`config.mk`:
```
export PLATFORM = sky130hd
export DESIGN_NAME = rr_arb4
export DESIGN_NICKNAME = d
export VERILOG_FILES = /design/src/rtl/rr_arb4.sv
export SDC_FILE = /design/constraint.sdc
export NUM_CORES = 1
export LEC_CHECK = 0
export ABC_AREA = 1
export CAP_MARGIN = 20
export CORE_MARGIN = 10
export CORE_UTILIZATION = 59
export CTS_CLUSTER_DIAMETER = 40
export DETAILED_ROUTE_END_ITERATION = 12
export PLACE_DENSITY = 0.94
export REMOVE_ABC_BUFFERS = 1
export SLEW_MARGIN = 20
export SYNTH_ARGS = -nofsm -noshare
export SYNTH_HDL_FRONTEND = slang
export SYNTH_SLANG_ARGS = --single-unit
```
`constraint.sdc`:
```
create_clock -name clk -period 2.75 [get_ports clk]
set_input_delay 0.6875 -clock clk [delete_from_list [all_inputs] [get_ports clk]]
set_output_delay 0.6875 -clock clk [all_outputs]
set_load 0.01 [all_outputs]
```
`src/rtl/rr_arb4.sv`:
```
// Four-requester round-robin arbiter with hold and timeout.
// The grant rotates from the last holder; the holder may keep it until a timeout while others wait.
//
// state | meaning
// ------+-----------------------------------------------
// IDLE  | no requester owns the resource, grant = 0
// BUSY  | exactly one grant bit set, hold_cnt counting
module rr_arb4 #(
    parameter int MAX_HOLD = 4,
    parameter int CW       = $clog2(MAX_HOLD)
) (
    input  logic       clk,
    input  logic       rst,
    input  logic [3:0] req,
    output logic [3:0] grant,
    output logic [1:0] grant_id,
    output logic       grant_valid,
    output logic       any_req
);

    typedef enum logic {IDLE, BUSY} state_t;

    state_t          state_q, state_d;
    logic [3:0]      grant_q, grant_d;
    logic [1:0]      grant_id_q, grant_id_d;
    logic            grant_valid_q, grant_valid_d;
    logic [CW-1:0]   hold_cnt_q, hold_cnt_d;
    logic [1:0]      last_q, last_d;

    logic [3:0]      holder_onehot;
    logic [3:0]      others;
    logic            holder_req;
    logic            timeout;
    logic [1:0]      pick_any;
    logic [1:0]      pick_other;

    // First set bit of mask in order from+1, from+2, ... wrapping mod 4.
    function automatic logic [1:0] next_in_order(input logic [3:0] mask, input logic [1:0] from);
        logic [1:0] idx;
        logic [1:0] sel;
        logic       found;
        sel   = from;
        found = 1'b0;
        for (int i = 1; i <= 4; i++) begin
            idx = from + 2'(i);
            if (!found && mask[idx]) begin
                sel   = idx;
                found = 1'b1;
            end
        end
        return sel;
    endfunction

    assign any_req       = |req;
    assign holder_onehot = 4'b0001 << grant_id_q;
    assign holder_req    = |(req & holder_onehot);
    assign others        = req & ~holder_onehot;
    assign timeout       = (hold_cnt_q == CW'(MAX_HOLD - 1));
    assign pick_any      = next_in_order(req, last_q);
    assign pick_other    = next_in_order(others, last_q);

    always_comb begin
        state_d       = state_q;
        grant_d       = grant_q;
        grant_id_d    = grant_id_q;
        grant_valid_d = grant_valid_q;
        hold_cnt_d    = hold_cnt_q;
        last_d        = last_q;
        case (state_q)
            IDLE: begin
                hold_cnt_d = '0;
                if (any_req) begin
                    state_d       = BUSY;
                    grant_d       = 4'b0001 << pick_any;
                    grant_id_d    = pick_any;
                    grant_valid_d = 1'b1;
                    last_d        = pick_any;
                end
            end
            BUSY: begin
                // A drop and a timeout with waiters both hand over to the next requester.
                if (!holder_req || (timeout && |others)) begin
                    if (|others) begin
                        grant_d       = 4'b0001 << pick_other;
                        grant_id_d    = pick_other;
                        grant_valid_d = 1'b1;
                        last_d        = pick_other;
                        hold_cnt_d    = '0;
                    end else begin
                        state_d       = IDLE;
                        grant_d       = 4'b0000;
                        grant_valid_d = 1'b0;
                        hold_cnt_d    = '0;
                    end
                end else if (!timeout) begin
                    hold_cnt_d = hold_cnt_q + CW'(1);
                end
            end
            default: begin
                state_d       = IDLE;
                grant_d       = 4'b0000;
                grant_valid_d = 1'b0;
                hold_cnt_d    = '0;
            end
        endcase
    end

    always_ff @(posedge clk) begin
        if (rst) begin
            state_q       <= IDLE;
            grant_q       <= 4'b0000;
            grant_id_q    <= 2'd0;
            grant_valid_q <= 1'b0;
            hold_cnt_q    <= '0;
            last_q        <= 2'd3;
        end else begin
            state_q       <= state_d;
            grant_q       <= grant_d;
            grant_id_q    <= grant_id_d;
            grant_valid_q <= grant_valid_d;
            hold_cnt_q    <= hold_cnt_d;
            last_q        <= last_d;
        end
    end

    assign grant       = grant_q;
    assign grant_id    = grant_id_q;
    assign grant_valid = grant_valid_q;

endmodule

```
==> results of run 1 <==
==> through the flow <==
step | hold WS (ps) | setup slack, ps
floorplan | 482 | 734
global placement | 460 | -92.8
detailed placement | 460 | -60.2
CTS | 471 | 149
global route | 534 | 92.5
finish | 472 | 144
==> state kept, by name (all words and copies together), names as in the netlist <==
register,count
grant_valid,1
state_q,1
grant_id,2
last_q,2
hold_cnt_q,2
grant,4
==> routing by layer <==
layer,track usage,vias to the layer above,part of all wire
met5,0,-,0
met4,0.0628,0,0.042
met3,0.0401,18,0.073
met2,0.261,65,0.49
met1,0.167,581,0.39
li1,-,617,-
==> area by class of cell <==
class	count	share of cell area
clock buffer	4	0.0267
inverter	20	0.0553
timing repair buffer	21	0.139
multi-input combinational	141	0.579
tap	25	0.0230
sequential	12	0.177
==> power groups by stage <==
| stage | sequential (mW) | clock [mW] | combinational [mW] |
|---|---|---|---|
| final | 0.313 | 0.137 | 1.22 |
| after global placement | 0.308 | 0 | 1.14 |
| after global routing | 0.321 | 0.147 | 1.37 |
| after floorplan | 0.321 | 0 | 0.897 |
| after CTS | 0.311 | 0.139 | 1.21 |
| after detailed placement | 0.315 | 0 | 1.20 |
==> cells in the final DEF (no fill, tap or decap) <==
cell,synthesis,layout
nand2_4,1,1
xor2_4,1,1
ha_1,1,1
clkdlybuf4s50_1,0,12
nor2_4,1,1
inv_1,14,14
mux2i_1,1,1
a21oi_1,9,9
nand3_2,5,5
xnor2_4,1,1
buf_4,0,8
nand2_2,11,11
o21ai_4,1,1
nand4_1,2,2
clkbuf_8,0,1
dfxtp_1,12,12
nand2_1,55,55
o21ai_0,5,5
dlygate4sd2_1,0,1
a21oi_2,1,1
o21ai_2,3,3
nor2_1,9,9
inv_2,6,6
clkbuf_4,0,3
o2111ai_1,1,1
xor2_1,1,1
a22oi_1,1,1
nand3_1,26,26
nor2_2,2,2
o21ai_1,1,1
o211ai_1,1,1
nor4_2,0,1
==> cell families after synthesis <==
logic type                 Yosys count  share of synthesized area
DFF                                 12                      0.212
buffers and inverters               24                      0.100
AOI/OAI and AO/OA                   23                      0.132
muxes                                1                    0.00883
and+or+nand+nor                    113                      0.479
adders and majority gates            1                     0.0110
xor gates and xnor gates             3                     0.0563
==> worst reg2reg max path, cell delays in order, from the launching register on <==
cell and delay (ps):
dfxtp_1 750, inv_2 230, nand3_2 120, nand2_1 90, inv_2 80, nand2_2 60
nand2_4 100, nand2_2 70, nor2_4 130, nand2_1 80, nand2_2 90, nand2_1 60
nand3_1 140, o211ai_1 110
==> worst max path at each step <==
| stage | cells past startpoint | slack (ps) | endpoint | start |
|---|---|---|---|---|
| after global routing | 5 | 90 | any_req | req[1] |
| after CTS | 5 | 150 | any_req | req[1] |
| after global placement | 5 | -90 | any_req | req[3] |
| after floorplan | 11 | 730 | last_q[0] | last_q[0] |
| after detailed placement | 5 | -60 | any_req | req[3] |
| final | 5 | 140 | any_req | req[1] |
==> results.sh, run 1 <==
export IMPL_status="finished clean"
export IMPL_wl_um=3020
export IMPL_multi_input_area_um2=786
export IMPL_post_synth_cell_area_avg_um2=6.40
export IMPL_synth_cells=177
export IMPL_cpPeakStageDelay_ps=440
export IMPL_rsz0062_at_grt="no"
export IMPL_cts_buffer_depth=2
export IMPL_fin_tns_setup_ps=0
export IMPL_area_growth_pct=19.8
export IMPL_cp_arrival_ps=1920
export IMPL_fin_crit_ps=2610
export IMPL_pwr_share_comb=0.730
export IMPL_drv_slew=0
export IMPL_netlist_area_um2=1130
export IMPL_ir_drop_v=0.000733
export IMPL_final_core_util=0.761
export IMPL_final_cell_area_um2=1360
export IMPL_path_class="in2out"
export IMPL_reg2reg_slack_ps=520
export IMPL_synth_largest_area_cell="dfxtp_1"
export IMPL_num_rows=15
export IMPL_ys_top_cells_by_area="dfxtp_1, nand2_1, nand3_1"
export IMPL_required_ps=2060
export IMPL_p_int_mw=0.753
export IMPL_max_cap_viol_count=0
export IMPL_drt_iter0_markers=74
export IMPL_synth_top_cell_area_share=0.212
export IMPL_crit_family="buffers and inverters"
export IMPL_die_y_um=63.8
export IMPL_yosysWarnings=0
export IMPL_critPathMaxFanout=2
export IMPL_hold_buffers=0
export IMPL_clkPwrFrac=0.082
export IMPL_grt_pass1_vias=1229
export IMPL_sw_frac_of_total=0.548
export IMPL_async_flop_share=0
export IMPL_power_mw=1.67
export IMPL_synth_edff_count=0
export IMPL_ios=14
export IMPL_regArea_um2=240
export IMPL_maxSlewHeadroom=0.550
export IMPL_power_density_nw_per_um2=1230
export IMPL_die_width_um=63.8
export IMPL_port_buffers=13
export IMPL_ys_flop_type="dfxtp_1"
export IMPL_stdcell_count=223
export IMPL_leakagePower_nw=0.653
export IMPL_final_setup_viol_count=0
export IMPL_antenna_cells=0
export IMPL_ys_ff_latch=12
export IMPL_cts_inserted_buffers=3
export IMPL_cp_cell_sequence="clkdlybuf4s50_1 > nor4_2 > buf_4 > inv_1 > dlygate4sd2_1"
export IMPL_clk_pin_slew_worst_paths_ps=80
export IMPL_finalCritPeriodShare=0.948
export IMPL_coreArea_um2=1780
export IMPL_dr_pass1_iters=4
export IMPL_final_layout_size_suffix_gt1_frac=0.232
export IMPL_worstReg2RegStart="last_q[0]"
export IMPL_reg2regPathDepth=13
export IMPL_cp_start_kind="primary input"
export IMPL_synthMostInstantiatedCell="nand2_1"
export IMPL_hold_class="reg2reg"
export IMPL_endpoint_kind="output port"
export IMPL_path_buf_inv=4
export IMPL_nNetsFinal=206
export IMPL_tightest_slew_ps=674
export IMPL_fillers=130
export IMPL_post_dp_hpwl_um=2490
export IMPL_die_area_um2=4070
export IMPL_drcViolationCount=0
export IMPL_synth_top_cells_by_count="nand2_1, nand3_1, inv_1"
export IMPL_cts_sinks=12
export IMPL_min_to="grant_valid"
export IMPL_worstHoldPathCells=2
export IMPL_hp_start="grant_valid"
export IMPL_yosysUniqueCellTypes=29
export IMPL_placed_area_um2=1320
export IMPL_gp_congestion=0.863
export IMPL_antenna_left=0
export IMPL_grt_usage=0.150
export IMPL_start_util=0.636
export IMPL_cts_max_level=1
export IMPL_clock_latency_ps=270
export IMPL_max_freq_ghz=0.384
export IMPL_cts_root_buf="clkbuf_4"
export IMPL_wl_per_cell_um=13.6
export IMPL_post_cts_buffers=0
export IMPL_timing_rr_end="last_q[0]"
export IMPL_cts_tree="built"
export IMPL_crit_slowest_cell="clkdlybuf4s50_1"
export IMPL_power_frac_seq=0.188
export IMPL_grt_first_pass_wirelength_um=5240
export IMPL_via_per_inst=5.74
export IMPL_antenna_found_initial=0
export IMPL_power_net_switching_mw=0.914
export IMPL_route_vias_total=1281
export IMPL_final_hold_viol_count=0
export IMPL_cts_resized_gates=2
export IMPL_dp_cells=219
export IMPL_grt_max_degree=13
export IMPL_overflow=0
export IMPL_ys_seq_area_frac=0.212
export IMPL_skew_ps=6.71
(Power assumes the default switching activity.)
==> run 2, diff against run 1 <==
--- a/config.mk
+++ b/config.mk
@@ -6,11 +6,11 @@
 export NUM_CORES = 1
 export LEC_CHECK = 0
 export ABC_AREA = 1
-export CAP_MARGIN = 20
 export CORE_MARGIN = 10
 export CORE_UTILIZATION = 59
 export CTS_CLUSTER_DIAMETER = 40
 export DETAILED_ROUTE_END_ITERATION = 12
+export GPL_ROUTABILITY_DRIVEN = 0
 export PLACE_DENSITY = 0.94
 export REMOVE_ABC_BUFFERS = 1
 export SLEW_MARGIN = 20
==> run 2 against run 1 <==
First-iteration DRC count rose by 32%. Flip-flop and latch count did not move. Global-route usage fell by 0.36 points. Critical endpoint unchanged.
==> results.sh, run 2 (synthesized netlist as in run 1, its figures left out) <==
export IMPL_cts_sinks=12
export IMPL_final_layout_size_suffix_gt1_frac=0.228
export IMPL_endpoint_kind="output port"
export IMPL_antenna_left=0
export IMPL_coreArea_um2=1780
export IMPL_drv_slew=0
export IMPL_cp_start_kind="primary input"
export IMPL_start_util=0.636
export IMPL_grt_first_pass_wirelength_um=5130
export IMPL_tightest_slew_ps=507
export IMPL_power_density_nw_per_um2=1240
export IMPL_via_per_inst=5.81
export IMPL_hold_class="reg2reg"
export IMPL_power_mw=1.67
export IMPL_crit_family="buffers and inverters"
export IMPL_maxSlewHeadroom=0.661
export IMPL_die_area_um2=4070
export IMPL_rsz0062_at_grt="no"
export IMPL_placed_area_um2=1310
export IMPL_final_core_util=0.757
export IMPL_post_dp_hpwl_um=2370
export IMPL_dr_pass1_iters=6
export IMPL_cp_arrival_ps=1930
export IMPL_fillers=131
export IMPL_clock_latency_ps=280
export IMPL_grt_max_degree=14
export IMPL_area_growth_pct=19.1
export IMPL_drcViolationCount=0
export IMPL_die_y_um=63.8
export IMPL_final_setup_viol_count=0
export IMPL_finalCritPeriodShare=0.951
export IMPL_critPathMaxFanout=2
export IMPL_antenna_found_initial=0
export IMPL_nNetsFinal=205
export IMPL_status="finished clean"
export IMPL_met2_usage=0.257
export IMPL_ios=14
export IMPL_grt_busiest_layer="met2"
export IMPL_crit_slowest_cell="clkdlybuf4s50_1"
export IMPL_dp_cells=218
export IMPL_largest_register_ffs=4
export IMPL_die_width_um=63.8
export IMPL_route_vias_total=1289
export IMPL_cts_buffer_depth=2
export IMPL_clk_pin_slew_worst_paths_ps=80
export IMPL_cts_inserted_buffers=3
export IMPL_wl_per_cell_um=13.6
export IMPL_overflow=0
export IMPL_antenna_cells=0
export IMPL_num_rows=15
export IMPL_grt_usage=0.146
export IMPL_cts_root_buf="clkbuf_4"
export IMPL_cp_cell_sequence="clkdlybuf4s50_1 > nor4_2 > buf_4 > inv_1 > dlygate4sd2_1"
export IMPL_ir_drop_v=0.000837
export IMPL_grtUsageMet1=0.169
export IMPL_met3_usage=0.0331
export IMPL_path_buf_inv=4
export IMPL_final_hold_viol_count=0
export IMPL_drt_iter0_markers=98
export IMPL_cts_tree="built"
export IMPL_layout_commonest_cell="nand2_1"
export IMPL_skew_ps=3.78
export IMPL_stdcell_count=222
export IMPL_max_cap_viol_count=0
export IMPL_final_cell_mix="nand2_1, nand3_1, inv_1"
export IMPL_port_buffers=13
export IMPL_reg2reg_slack_ps=680
export IMPL_max_freq_ghz=0.382
export IMPL_final_cell_area_um2=1350
export IMPL_grt_pass1_vias=1206
export IMPL_leakagePower_nw=0.649
export IMPL_required_ps=2060
export IMPL_wl_um=3020
export IMPL_path_class="in2out"
export IMPL_fin_crit_ps=2620
export IMPL_cts_max_level=1
export IMPL_cpPeakStageDelay_ps=440
## run 2: repair_timing
action	CTS	global route
hold buffers	0	0
resized for setup	2	0
setup endpoints to repair	1	0
endpoints found under the hold margin	0	0
setup buffers	0	0
## run 2: area by class of cell
type / count / area, um2 / area share
well taps: 25 / 31.3 / 0.0232
inverters: 20 / 75.1 / 0.0556
multi-input cells: 141 / 786 / 0.582
repair buffers: 20 / 181 / 0.134
clock buffers: 4 / 36.3 / 0.0269
flip-flops and latches: 12 / 240 / 0.178
## run 2: per-layer routing
| metal | part of all wire | vias to the layer above |
|---|---|---|
| met5 | 0 | - |
| met2 | 0.51 | 72 |
| li1 | - | 623 |
| met3 | 0.071 | 16 |
| met4 | 0.024 | 0 |
| met1 | 0.39 | 578 |
## run 2: path summary, 6_finish.rpt
path / startpoint / end / depth (start not counted)
worst max register to register: last_q[0] / last_q[0] / 14
worst min register to register: grant_valid / grant_valid / 2
worst max-delay path: req[1] / any_req / 5
worst min-delay path: grant_valid / grant_valid / 2
## run 2: worst register-to-register path: stages (launching register included)
cell	delay, ps
dfxtp_1	420
buf_4	280
inv_2	150
nand3_2	100
nand2_1	80
inv_2	80
nand2_2	60
nand2_4	90
nand2_2	60
nor2_4	130
nand2_1	80
nand2_2	80
nand2_1	70
nand3_1	160
o211ai_1	100
## run 2: where the power goes
| part | switching (mW) | internal, mW |
|---|---|---|
| clock network | 0.0619 | 0.0805 |
| registers | 0.0668 | 0.224 |
| logic | 0.793 | 0.442 |
| total | 0.922 | 0.746 |
## run 2: through the flow
step                TNS (ps)  setup slack, ps  hold WS (ps)
finish                     0              135           471
global route               0             75.7           482
CTS                        0              126           476
detailed placement     -89.1            -89.1           465
global placement       -78.6            -78.6           460
floorplan                  0              734           482
==> run 3, diff against run 2 <==
--- a/config.mk
+++ b/config.mk
@@ -8,6 +8,7 @@
 export ABC_AREA = 1
 export CORE_MARGIN = 10
 export CORE_UTILIZATION = 59
+export CTS_BUF_LIST = sky130_fd_sc_hd__clkbuf_16
 export CTS_CLUSTER_DIAMETER = 40
 export DETAILED_ROUTE_END_ITERATION = 12
 export GPL_ROUTABILITY_DRIVEN = 0
==> run 3 against run 2 <==
Count of clock-buffer cells in the layout shrank 1. Utilization increased by 2.4 points. Clock skew decreased by 0.77 ps. Via count is 0.47% lower. Register-to-register slack worse by 20 ps. Die area did not move. Clock power rose by 91%. Sequential power is essentially flat. Combinational power barely moved. Worst setup slack got worse by 5.1 ps. Wire length increased by 7.6%. Design area is 3.2% higher. Critical endpoint unchanged.
==> results.sh, run 3 (synthesized netlist as in run 1, its figures left out) <==
export IMPL_drv_slew=0
export IMPL_layout_commonest_cell="nand2_1"
export IMPL_wl_per_cell_um=14.6
export IMPL_crit_slowest_cell="clkdlybuf4s50_1"
export IMPL_drt_iter0_markers=74
export IMPL_drcViolationCount=0
export IMPL_post_cts_buffers=0
export IMPL_cts_max_level=1
export IMPL_status="finished clean"
export IMPL_pwr_share_comb=0.688
export IMPL_clk_pin_slew_worst_paths_ps=40
export IMPL_grt_first_pass_wirelength_um=5380
export IMPL_placed_area_um2=1310
export IMPL_cpPeakStageDelay_ps=440
export IMPL_final_core_util=0.781
export IMPL_die_width_um=63.8
export IMPL_port_buffers=13
export IMPL_power_frac_seq=0.162
export IMPL_final_setup_viol_count=0
export IMPL_power_density_nw_per_um2=1300
export IMPL_worstHoldPathCells=2
export IMPL_cts_tree="built"
export IMPL_die_y_um=63.8
export IMPL_ir_drop_v=0.000987
export IMPL_cp_arrival_ps=1930
export IMPL_dr_pass1_iters=5
export IMPL_grt_max_degree=14
export IMPL_cts_sinks=12
export IMPL_power_net_switching_mw=0.946
export IMPL_cts_root_buf="clkbuf_16"
export IMPL_skew_ps=3.01
export IMPL_cts_resized_gates=2
export IMPL_max_freq_ghz=0.382
export IMPL_overflow=0
export IMPL_crit_cells=5
export IMPL_path_class="in2out"
export IMPL_hold_buffers=0
export IMPL_cp_cell_sequence="clkdlybuf4s50_1 > nor4_2 > buf_4 > inv_1 > dlygate4sd2_1"
export IMPL_grt_usage=0.158
export IMPL_maxSlewHeadroom=0.654
export IMPL_via_per_inst=5.78
export IMPL_final_cell_area_um2=1390
export IMPL_max_cap_viol_count=0
export IMPL_post_dp_hpwl_um=2370
export IMPL_largest_register_ffs=4
export IMPL_hold_class="reg2reg"
export IMPL_p_int_mw=0.859
export IMPL_cts_buffer_depth=2
export IMPL_endpoint_kind="output port"
export IMPL_stdcell_count=222
export IMPL_sw_frac_of_total=0.524
export IMPL_leakagePower_nw=0.667
export IMPL_rsz0062_at_grt="no"
export IMPL_final_hold_viol_count=0
export IMPL_area_growth_pct=22.8
export IMPL_route_vias_total=1283
export IMPL_grt_pass1_vias=1212
export IMPL_path_buf_inv=4
export IMPL_tightest_slew_ps=518
export IMPL_num_rows=15
export IMPL_cp_start_kind="primary input"
export IMPL_coreArea_um2=1780
export IMPL_reg2regPathDepth=14
export IMPL_antenna_cells=0
export IMPL_final_layout_size_suffix_gt1_frac=0.223
export IMPL_required_ps=2060
export IMPL_final_cell_mix="nand2_1, nand3_1, inv_1"
export IMPL_clkPwrFrac=0.150
export IMPL_fin_crit_ps=2620
export IMPL_die_area_um2=4070
export IMPL_antenna_found_initial=0
export IMPL_dp_cells=218
export IMPL_antenna_left=0
export IMPL_nNetsFinal=205
export IMPL_wl_um=3240
export IMPL_cts_inserted_buffers=3
export IMPL_finalCritPeriodShare=0.953
export IMPL_critPathMaxFanout=2
export IMPL_clock_latency_ps=240
export IMPL_ios=14
export IMPL_fin_tns_setup_ps=0
export IMPL_start_util=0.636
export IMPL_crit_family="buffers and inverters"
==> run 3: tightest hold or removal path, stage by stage, from the launching register on <==
cell     delay, ps
dfxtp_1        300
nand2_1         60
a21oi_1         60
==> run 3: power groups by stage <==
stage	combinational (mW)	clock, mW	sequential [mW]
global route	1.37	0.281	0.300
floorplan	0.897	0	0.321
detailed placement	1.20	0	0.292
global placement	1.15	0	0.287
finish	1.24	0.271	0.292
CTS	1.22	0.271	0.290
==> run 3: per-stage QoR <==
step | hold slack [ps] | setup slack (ps) | power, mW
after floorplan | 482 | 734 | 1.22
after global placement | 460 | -78.6 | 1.43
after detailed placement | 465 | -89.1 | 1.49
after CTS | 471 | 115 | 1.78
after global routing | 477 | 68.5 | 1.95
final | 473 | 129 | 1.80
==> run 3: layout make-up <==
type                    instances  area (um2)
multi-input cells             141         786
fillers                       125         390
flip-flops and latches         12         240
repair buffers                 20         181
clock buffers                   3        75.1
inverters                      20        75.1
well taps                      25        31.3
clock inverters                 1        3.75
==> run 3: path summary, 6_finish.rpt <==
path / start / to / slack, ps
min: grant_valid / grant_valid / 470
min reg2reg: grant_valid / grant_valid / 470
max reg2reg: last_q[0] / last_q[1] / 660
max: req[1] / any_req / 130
==> run 3: routing by layer <==
metal	routed length, um	track usage	share of wire
met5	0	0	0
met4	63	0.0546	0.019
met3	300	0.0418	0.092
met2	1660	0.277	0.51
met1	1220	0.179	0.38
